==> src/rtl/id_fwd_scoreboard.sv <==
// ID-stage operand forwarding and hazard unit: bypass from DEPTH in-flight stages,
// busy scoreboard for long-latency writers, and a saturating stall-cycle counter.
module id_fwd_scoreboard #(
    parameter int DATA_W    = 16,
    parameter int REG_AW    = 4,
    parameter int NUM_RD    = 2,
    parameter int DEPTH     = 2,
    parameter int CNT_W     = 16,
    parameter int ZERO_HARD = 0
) (
    input  logic                     clk,
    input  logic                     rst,
    input  logic [NUM_RD-1:0]        rd_en,
    input  logic [NUM_RD*REG_AW-1:0] rd_addr,
    input  logic [NUM_RD*DATA_W-1:0] rf_data,
    input  logic [DEPTH-1:0]         st_we,
    input  logic [DEPTH*REG_AW-1:0]  st_waddr,
    input  logic [DEPTH*DATA_W-1:0]  st_wdata,
    input  logic [DEPTH-1:0]         st_ok,
    input  logic                     issue_valid,
    input  logic                     issue_we,
    input  logic                     issue_long,
    input  logic [REG_AW-1:0]        issue_waddr,
    input  logic                     flush,
    input  logic                     lc_valid,
    input  logic [REG_AW-1:0]        lc_waddr,
    input  logic [DATA_W-1:0]        lc_wdata,
    input  logic                     stat_clr,
    output logic [NUM_RD*DATA_W-1:0] fwd_data,
    output logic                     stall_req,
    output logic                     issue_fire,
    output logic [2**REG_AW-1:0]     busy,
    output logic [CNT_W-1:0]         stall_cnt
);

    localparam int NREG = 2**REG_AW;

    logic [NUM_RD-1:0]        port_haz;
    logic [NUM_RD*DATA_W-1:0] fwd_raw;
    logic [REG_AW-1:0]        addr;
    logic                     hit;
    logic                     waw_haz;
    logic [NREG-1:0]          busy_nxt;

    // The youngest matching stage owns the operand; a not-yet-valid result there
    // is a hazard even if an older stage holds good data for the same register.
    always_comb begin
        port_haz = '0;
        fwd_raw  = rf_data;
        addr     = '0;
        hit      = 1'b0;
        for (int i = 0; i < NUM_RD; i++) begin
            addr = rd_addr[i*REG_AW +: REG_AW];
            hit  = 1'b0;
            if (rd_en[i]) begin
                if (ZERO_HARD != 0 && addr == '0) begin
                    fwd_raw[i*DATA_W +: DATA_W] = '0;
                end else begin
                    for (int s = 0; s < DEPTH; s++) begin
                        if (!hit && st_we[s] && st_waddr[s*REG_AW +: REG_AW] == addr) begin
                            hit = 1'b1;
                            if (st_ok[s]) begin
                                fwd_raw[i*DATA_W +: DATA_W] = st_wdata[s*DATA_W +: DATA_W];
                            end else begin
                                fwd_raw[i*DATA_W +: DATA_W] = '0;
                                port_haz[i] = 1'b1;
                            end
                        end
                    end
                    if (!hit) begin
                        if (lc_valid && lc_waddr == addr) begin
                            fwd_raw[i*DATA_W +: DATA_W] = lc_wdata;
                        end else if (busy[addr]) begin
                            fwd_raw[i*DATA_W +: DATA_W] = '0;
                            port_haz[i] = 1'b1;
                        end
                    end
                end
            end
        end
    end

    assign waw_haz    = issue_valid && issue_we && busy[issue_waddr]
                        && !(lc_valid && lc_waddr == issue_waddr);
    assign stall_req  = rst && issue_valid && ((|port_haz) || waw_haz);
    assign issue_fire = rst && issue_valid && !stall_req && !flush;
    assign fwd_data   = rst ? fwd_raw : '0;

    // Set after clear so a same-cycle completion and re-issue leaves the bit set.
    always_comb begin
        busy_nxt = busy;
        if (lc_valid)
            busy_nxt[lc_waddr] = 1'b0;
        if (issue_fire && issue_we && issue_long && !(ZERO_HARD != 0 && issue_waddr == '0))
            busy_nxt[issue_waddr] = 1'b1;
    end

    always_ff @(posedge clk or negedge rst) begin
        if (!rst) begin
            busy      <= '0;
            stall_cnt <= '0;
        end else begin
            busy <= busy_nxt;
            if (stat_clr)
                stall_cnt <= '0;
            else if (stall_req && stall_cnt != '1)
                stall_cnt <= stall_cnt + CNT_W'(1);
        end
    end

endmodule

==> config.mk <==
export PLATFORM = sky130hd
export DESIGN_NAME = id_fwd_scoreboard
export DESIGN_NICKNAME = d
export VERILOG_FILES = /design/src/rtl/id_fwd_scoreboard.sv
export SDC_FILE = /design/constraint.sdc
export NUM_CORES = 1
export LEC_CHECK = 0
export CAP_MARGIN = 10
export CELL_PAD_IN_SITES_DETAIL_PLACEMENT = 0
export CELL_PAD_IN_SITES_GLOBAL_PLACEMENT = 2
export CORE_AREA = 2 2 122 148
export DETAILED_ROUTE_END_ITERATION = 8
export DIE_AREA = 0 0 124 150
export PLACE_DENSITY_LB_ADDON = 0.1
export SLEW_MARGIN = 10
export SYNTH_ARGS = -nofsm -noshare
export SYNTH_HDL_FRONTEND = slang
export SYNTH_SLANG_ARGS = --single-unit
==> constraint.sdc <==
create_clock -name clk -period 11.54 [get_ports clk]
set_clock_uncertainty 0.15 [all_clocks]
set_input_delay 2.885 -clock clk [delete_from_list [all_inputs] [get_ports clk]]
set_output_delay 2.885 -clock clk [all_outputs]
set_load 0.02 [all_outputs]
==> results of run 1 <==
-- synth_stat cells, drive strengths merged --
| cell type | n | area share |
|---|---|---|
| nor2b | 16 | 0.025 |
| nor3b | 1 | 0.0019 |
| mux2 | 11 | 0.031 |
| nor4 | 11 | 0.019 |
| and3 | 4 | 0.0062 |
| o2111a | 1 | 0.0031 |
| and2 | 2 | 0.0031 |
| o21ba | 1 | 0.0025 |
| or4 | 2 | 0.0037 |
| nand2b | 6 | 0.0093 |
| xnor2 | 7 | 0.015 |
| nor3 | 11 | 0.015 |
| o21ai | 84 | 0.10 |
| mux4 | 13 | 0.072 |
| nand3b | 2 | 0.0037 |
| nand4 | 8 | 0.012 |
| buf | 14 | 0.024 |
| nor4b | 1 | 0.0022 |
| a311oi | 1 | 0.0037 |
| nand2 | 112 | 0.11 |
| o41ai | 4 | 0.012 |
| inv | 5 | 0.0046 |
| a21oi | 5 | 0.0071 |
| and4 | 1 | 0.0022 |
| or2 | 1 | 0.0015 |
| a211oi | 2 | 0.0050 |
| clkbuf | 44 | 0.041 |
| or3 | 2 | 0.0031 |
| dfrtp | 32 | 0.20 |
| a41oi | 32 | 0.069 |
| mux2i | 3 | 0.0074 |
| or3b | 1 | 0.0022 |
| o31ai | 13 | 0.024 |
| nand3 | 73 | 0.090 |
| xor2 | 21 | 0.046 |
| ha | 1 | 0.0031 |
| nor2 | 18 | 0.017 |
| o31a | 2 | 0.0043 |
-- critical path, delay by kind of cell --
| kind | cells | cell delay [ns] |
|---|---|---|
| buffers and inverters | 3 | 1.33 |
| AOI/OAI and AO/OA | 2 | 0.97 |
| and+or+nand+nor | 3 | 1.03 |
| xor gates and xnor gates | 1 | 0.24 |
-- power groups by stage --
stage / clock [mW] / combinational [mW] / sequential (mW)
floorplan: 0 / 0.0834 / 0.123
finish: 0.141 / 0.180 / 0.121
CTS: 0.144 / 0.181 / 0.121
detailed placement: 0 / 0.181 / 0.122
global placement: 0 / 0.181 / 0.123
global route: 0.147 / 0.195 / 0.121
-- flip-flops by register name (all words and copies together), names as in the netlist --
register   cells
busy          16
stall_cnt     16
-- layout by cell type, fill, tap and decap left out, types with 9 or more instances in the layout --
cell	instances
nand3_1	73
nand2_1	111
o21ai_0	84
dfrtp_1	32
clkdlybuf4s50_1	182
buf_4	13
nor2_1	18
nor3_1	10
mux2_2	11
a41oi_1	32
o31ai_1	13
mux4_2	13
xor2_1	21
nor4_1	9
nor2b_1	16
-- per-stage QoR --
| step | power, mW | instance area [µm²] | std cells | hold slack [ns] | util |
|---|---|---|---|---|---|
| floorplan | 0.207 | 4040 | 568 | 0.511 | - |
| global placement | 0.304 | 5990 | 926 | 0.450 | 0.348 |
| detailed placement | 0.303 | 5990 | 926 | 0.461 | 0.348 |
| CTS | 0.446 | 6150 | 933 | 0.471 | 0.357 |
| global route | 0.463 | 6150 | 933 | 0.509 | 0.357 |
| finish | 0.442 | 6150 | 933 | 0.460 | 0.357 |
-- kinds of logic after synthesis --
kind of cell               Yosys count
AOI/OAI and AO/OA                  145
DFF                                 32
adders and majority gates            1
muxes                               27
and+or+nand+nor                    272
xor gates and xnor gates            28
buffers and inverters               63
-- metal layers --
layer	track usage	routed length, µm	up-vias
li1	-	-	2373
met1	0.262	8190	2353
met2	0.331	8790	226
met3	0.0278	1500	21
met4	0.0438	278	0
met5	0	0	-
-- final timing paths --
path | to | slack [ns] | cells past startpoint
setup / recovery | issue_fire | 2.04 | 9
hold / removal | stall_cnt[15]$_DFFE_PN0P_ | 0.46 | 2
setup reg to reg | stall_cnt[14]$_DFFE_PN0P_ | 8.26 | 8
hold reg to reg | stall_cnt[15]$_DFFE_PN0P_ | 0.46 | 2
max in group asynchronous | busy[4]$_DFF_PN0_ | 8.12 | 2
min in group asynchronous | stall_cnt[5]$_DFFE_PN0P_ | 2.62 | 2
-- layout make-up --
cell class                      count  area (µm²)  area share
Multi-Input combinational cell    473        2980       0.484
Timing Repair Buffer              196        1920       0.313
Sequential cell                    32         801       0.130
Tap cell                          220         275      0.0448
Clock buffer                        7         153      0.0248
Inverter                            5        18.8     0.00305
==> results.ini, run 1 <==
[status]
status=complete, no violations

[clocking]
cts_htree_levels=2
cts_hold_buf=0
root_buffer=clkbuf_16
cts_tree=built
clk_pin_slew_worst_paths_ns=0.05
numClockSinks=32
cts_setup_buffers=0
cts_resized=0
clock_path_buffers=2
cts_buffers=5
insertion_delay_ns=0.28

[synth]
synthSimpleGateAreaFrac=0.323
synthAdderAreaFrac=0.00310
seq_area_frac_synth=0.198
synthCells=568
synth_xor_xnor_area_share=0.0607
synth_area_mm2=0.00404
syn_nets=687
yosys.cell_types.count=48
synth_seq_cells=32
synth-compound-area-share=0.236
muxShareOfSynthArea=0.111
synth_top_family_by_area=simple AND/OR/NAND/NOR gates
syn_area_per_cell_um2=7.12
yosys_warnings=0

[setup_path]
crit_slowest_cell=clkdlybuf4s50_1
rr_startpoint=busy[0]$_DFF_PN0_
crit_top_cell=clkdlybuf4s50_1
crit_path_max_incr_delay_ns=0.63
worstSetupPathType=in -> out
crit_fanout=21
worstSetupStartpointType=primary input
cp_data_arrival_time_ns=6.47
crit_chain=clkdlybuf4s50_1 -> xor2_1 -> nor3_1 -> nand3_1 -> a311oi_2 -> o2111a_2 -> nand2_4 -> inv_1 -> clkdlybuf4s50_1
cp.required_ns=8.51
cp-end-kind=primary output
startpoint=lc_waddr[2]

[grt]
gr-total-overflow=0
grt_pass1_vias=4828
grt_pass1_wl_um=28200
grt_max_degree=67
antenna_found_initial=0
grt_use_total=0.195

[pwr]
p_clk_frac=0.319
p_int_uw=292
vdd_drop_max_mv=0.0752
power_frac_comb=0.408
seqPwrFrac=0.273
switchingPower_uw=150
leakage_nw=2.18
sw_frac_of_total=0.340
power.density_mw_per_mm2=71.8

[sta]
fin_ws_ns=2.04
rsz0062_at_grt=false
worstMarginPinSlew_ns=0.972
slew_viol_final=0
tns_ns=0
layout_min_cycle_time_ns=9.50
relSlewSlack=0.350
finalSetupViolations=0
fin_crit_sh=0.823
fmax_mhz=105
hold_viol=0

[cells_and_area]
syn2layout_area_growth_pct=52.1
insertedDiodeCount=0
drive_gt1_frac=0.0813
num-nets-final=832
nFillCells=1842

[hold_path]
hold_path.class=reg -> reg
min-delay-start=stall_cnt[15]$_DFFE_PN0P_

[floorplan]
dieArea_mm2=0.0186
num_rows=53
io_pins=184
die_y_um=150
core_area_mm2=0.0172
die_w_um=124
initial_core_util=0.234

[flow_run]
max_cap_viol_count=0

[place]
place_ws_ns=2.04
numPortBuffers=183
gp_congestion=0.885
dp_hpwl_um=13700

[route]
routedWlPerCell_um=20.1
avgViaCountPerCell=5.33
drt_first_pass_iters=5
ant_nets=0
post-route-drc-count=0
via_count=4973
routed_wirelength_um=18700
drt-initial-drc-count=225

(Power assumes the default switching activity.)
==> inputs of run 2 (changes only) <==
Settings changed: CORE_AREA 2 2 122 148 to 2 2 133 161, DIE_AREA 0 0 124 150 to 0 0 135 163.
Clock period 11.54 ns to 8 ns, I/O delays scaled along.
==> run 2 against run 1 <==
Net effect:
- clock power increased by 38%
- combinational power grew 47%
- critical path depth rose by 1
- highest routed layer unchanged
==> results.ini, run 2 (synthesis results as in run 1) <==
[route]
avgViaCountPerCell=5.13  ; was 5.33
wl_met1_um=8760  ; was 8190 µm
drt-initial-drc-count=310  ; was 225
drt_first_pass_iters=5  ; unchanged
via_count=5077  ; was 4,973
ant_nets=0  ; unchanged
dr_wl_met2_um=9680  ; was 8790 µm
met3_length_um=1130  ; was 1500 µm
highest_layer=met4  ; unchanged
routed_wirelength_um=19800  ; was 18,700 µm
routedWlPerCell_um=20.1  ; about the same
post-route-drc-count=0  ; unchanged

[pwr]
total_power_uw=632  ; was 442 µW
sw_frac_of_total=0.343  ; was 0.340
switchingPower_uw=217  ; was 150 µW
power.density_mw_per_mm2=101  ; was 71.8 mW/mm²
p_int_uw=416  ; was 292 µW
leakage_nw=2.20  ; was 2.18 nW
p_clk_frac=0.308  ; was 0.319
vdd_drop_max_mv=0.0928  ; was 0.0752 mV
power_frac_comb=0.418  ; was 0.408
seqPwrFrac=0.274  ; was 0.273

[hold_path]
hold_path.class=reg -> reg  ; unchanged

[cells_and_area]
final_area_mm2=0.00624  ; was 0.00615 mm²
insertedDiodeCount=0  ; unchanged
regArea_um2=801  ; unchanged
nFillCells=2224  ; was 1,842
multiInputGateArea_mm2=0.00298  ; unchanged
drive_gt1_frac=0.0862  ; was 0.0813
final_util=0.303  ; was 0.357
top_regs=busy x16, stall_cnt x16  ; unchanged
num-nets-final=837  ; was 832
syn2layout_area_growth_pct=54.4  ; was 52.1%
layout_commonest_cell=clkdlybuf4s50_1  ; unchanged
layout_common_cells=182 x clkdlybuf4s50_1, 111 x nand2_1, 84 x o21ai_0  ; unchanged
fin_cells=989  ; was 933

[clocking]
cts_resized=0  ; unchanged
cts_setup_buffers=0  ; unchanged
clk_pin_slew_worst_paths_ns=0.05  ; about the same
cts_hold_buf=0  ; unchanged
numClockSinks=32  ; unchanged
cts_htree_levels=2  ; unchanged
cts_tree=built  ; unchanged
cts_buffers=5  ; unchanged
insertion_delay_ns=0.28  ; about the same
clock_path_buffers=2  ; unchanged
root_buffer=clkbuf_16  ; unchanged

[sta]
layout_min_cycle_time_ns=7.43
finalSetupViolations=0  ; unchanged
rsz0062_at_grt=false  ; unchanged
hold_viol=0  ; unchanged
tns_ns=0  ; unchanged
slew_viol_final=0  ; unchanged
relSlewSlack=0.347  ; was 0.350
fin_crit_sh=0.929
fmax_mhz=135
worstMarginPinSlew_ns=0.977  ; was 0.972 ns

[setup_path]
crit_fanout=17  ; was 21
crit_top_cell=clkdlybuf4s50_1  ; unchanged
cp-end-kind=primary output  ; unchanged
cp_top_family=compound AO/OA/AOI/OAI gates  ; was buffers and inverters
worst-path-buf-inv=3  ; unchanged
cp.required_ns=5.85  ; was 8.51 ns
crit_chain=clkdlybuf4s50_1 -> mux4_2 -> nor2b_1 -> a211oi_2 -> a21oi_2 -> a311oi_2 -> o2111a_2 -> nand2_4 -> inv_1 -> clkdlybuf4s50_1  ; was clkdlybuf4s50_1 -> xor2_1 -> nor3_1 -> nand3_1 -> a311oi_2 -> o2111a_2 -> nand2_4 -> inv_1 -> clkdlybuf4s50_1
cp_data_arrival_time_ns=5.28  ; was 6.47 ns
crit_slowest_cell=clkdlybuf4s50_1  ; unchanged
worstSetupPathType=in -> out  ; unchanged
worstSetupStartpointType=primary input  ; unchanged
crit_path_max_incr_delay_ns=0.63  ; about the same

[floorplan]
initial_core_util=0.196  ; was 0.234
num_rows=58  ; was 53
die_w_um=135  ; was 124 µm
dieArea_mm2=0.0220  ; was 0.0186 mm²
die_y_um=163  ; was 150 µm
core_area_mm2=0.0206  ; was 0.0172 mm²
io_pins=184  ; unchanged

[flow_run]
max_cap_viol_count=0  ; unchanged

[grt]
gr-total-overflow=0  ; unchanged
grt_pass1_vias=5107  ; was 4,828
grt_max_degree=36  ; was 67
antenna_found_initial=0  ; unchanged
grt_pass1_wl_um=30200  ; was 28,200 µm
grt_use_total=0.176  ; was 0.195

[status]
status=complete, no violations  ; unchanged

[place]
gp_congestion=0.823  ; was 0.885
numPortBuffers=183  ; unchanged
placed_area_mm2=0.00609  ; was 0.00599 mm²
dp_cells=981  ; was 926
dp_hpwl_um=15000  ; was 13,700 µm

## run 2: worst reg2reg max path, stage by stage, from the launching register on
cell and delay [ns]:
dfrtp_1 0.45, mux4_2 0.27, nor2b_1 0.15, a211oi_2 0.06
a21oi_2 0.63, a311oi_2 0.22, o2111a_2 0.36, buf_4 0.22
nor4_1 0.35, mux2_2 0.38
## run 2: path summary, 6_finish.rpt
check | to | start | cells past startpoint | slack, ns
setup / recovery | issue_fire | rd_addr[0] | 10 | 0.57
hold / removal | stall_cnt[15]$_DFFE_PN0P_ | stall_cnt[15]$_DFFE_PN0P_ | 2 | 0.47
setup reg to reg | stall_cnt[7]$_DFFE_PN0P_ | busy[1]$_DFF_PN0_ | 9 | 4.64
hold reg to reg | stall_cnt[15]$_DFFE_PN0P_ | stall_cnt[15]$_DFFE_PN0P_ | 2 | 0.47
max in group asynchronous | busy[13]$_DFF_PN0_ | rst | 2 | 5.17
min in group asynchronous | stall_cnt[7]$_DFFE_PN0P_ | rst | 1 | 1.62
## run 2: stage by stage
stage	worst slack [ns]	hold WS [ns]
after global placement	0.543	0.447
final	0.566	0.471
after floorplan	1.91	0.511
after CTS	0.528	0.478
after global routing	0.334	0.504
after detailed placement	0.525	0.463
## run 2: power groups by stage
| stage | logic (mW) | registers [mW] | clock network (mW) |
|---|---|---|---|
| after floorplan | 0.120 | 0.178 | 0 |
| after global placement | 0.267 | 0.176 | 0 |
| after detailed placement | 0.266 | 0.176 | 0 |
| after CTS | 0.267 | 0.173 | 0.201 |
| after global routing | 0.286 | 0.174 | 0.204 |
| final | 0.264 | 0.173 | 0.195 |
## run 2: cell type report
cell class / count / area share
Clock buffer: 8 / 0.0235
Inverter: 5 / 0.00301
Multi-Input combinational cell: 473 / 0.477
Sequential cell: 32 / 0.128
Tap cell: 270 / 0.0541
Timing Repair Buffer: 201 / 0.314
## run 2: metal layers
layer | up-vias | track usage
li1 | 2388 | -
met1 | 2458 | 0.233
met2 | 212 | 0.308
met3 | 19 | 0.0177
met4 | 0 | 0.0393
met5 | - | 0
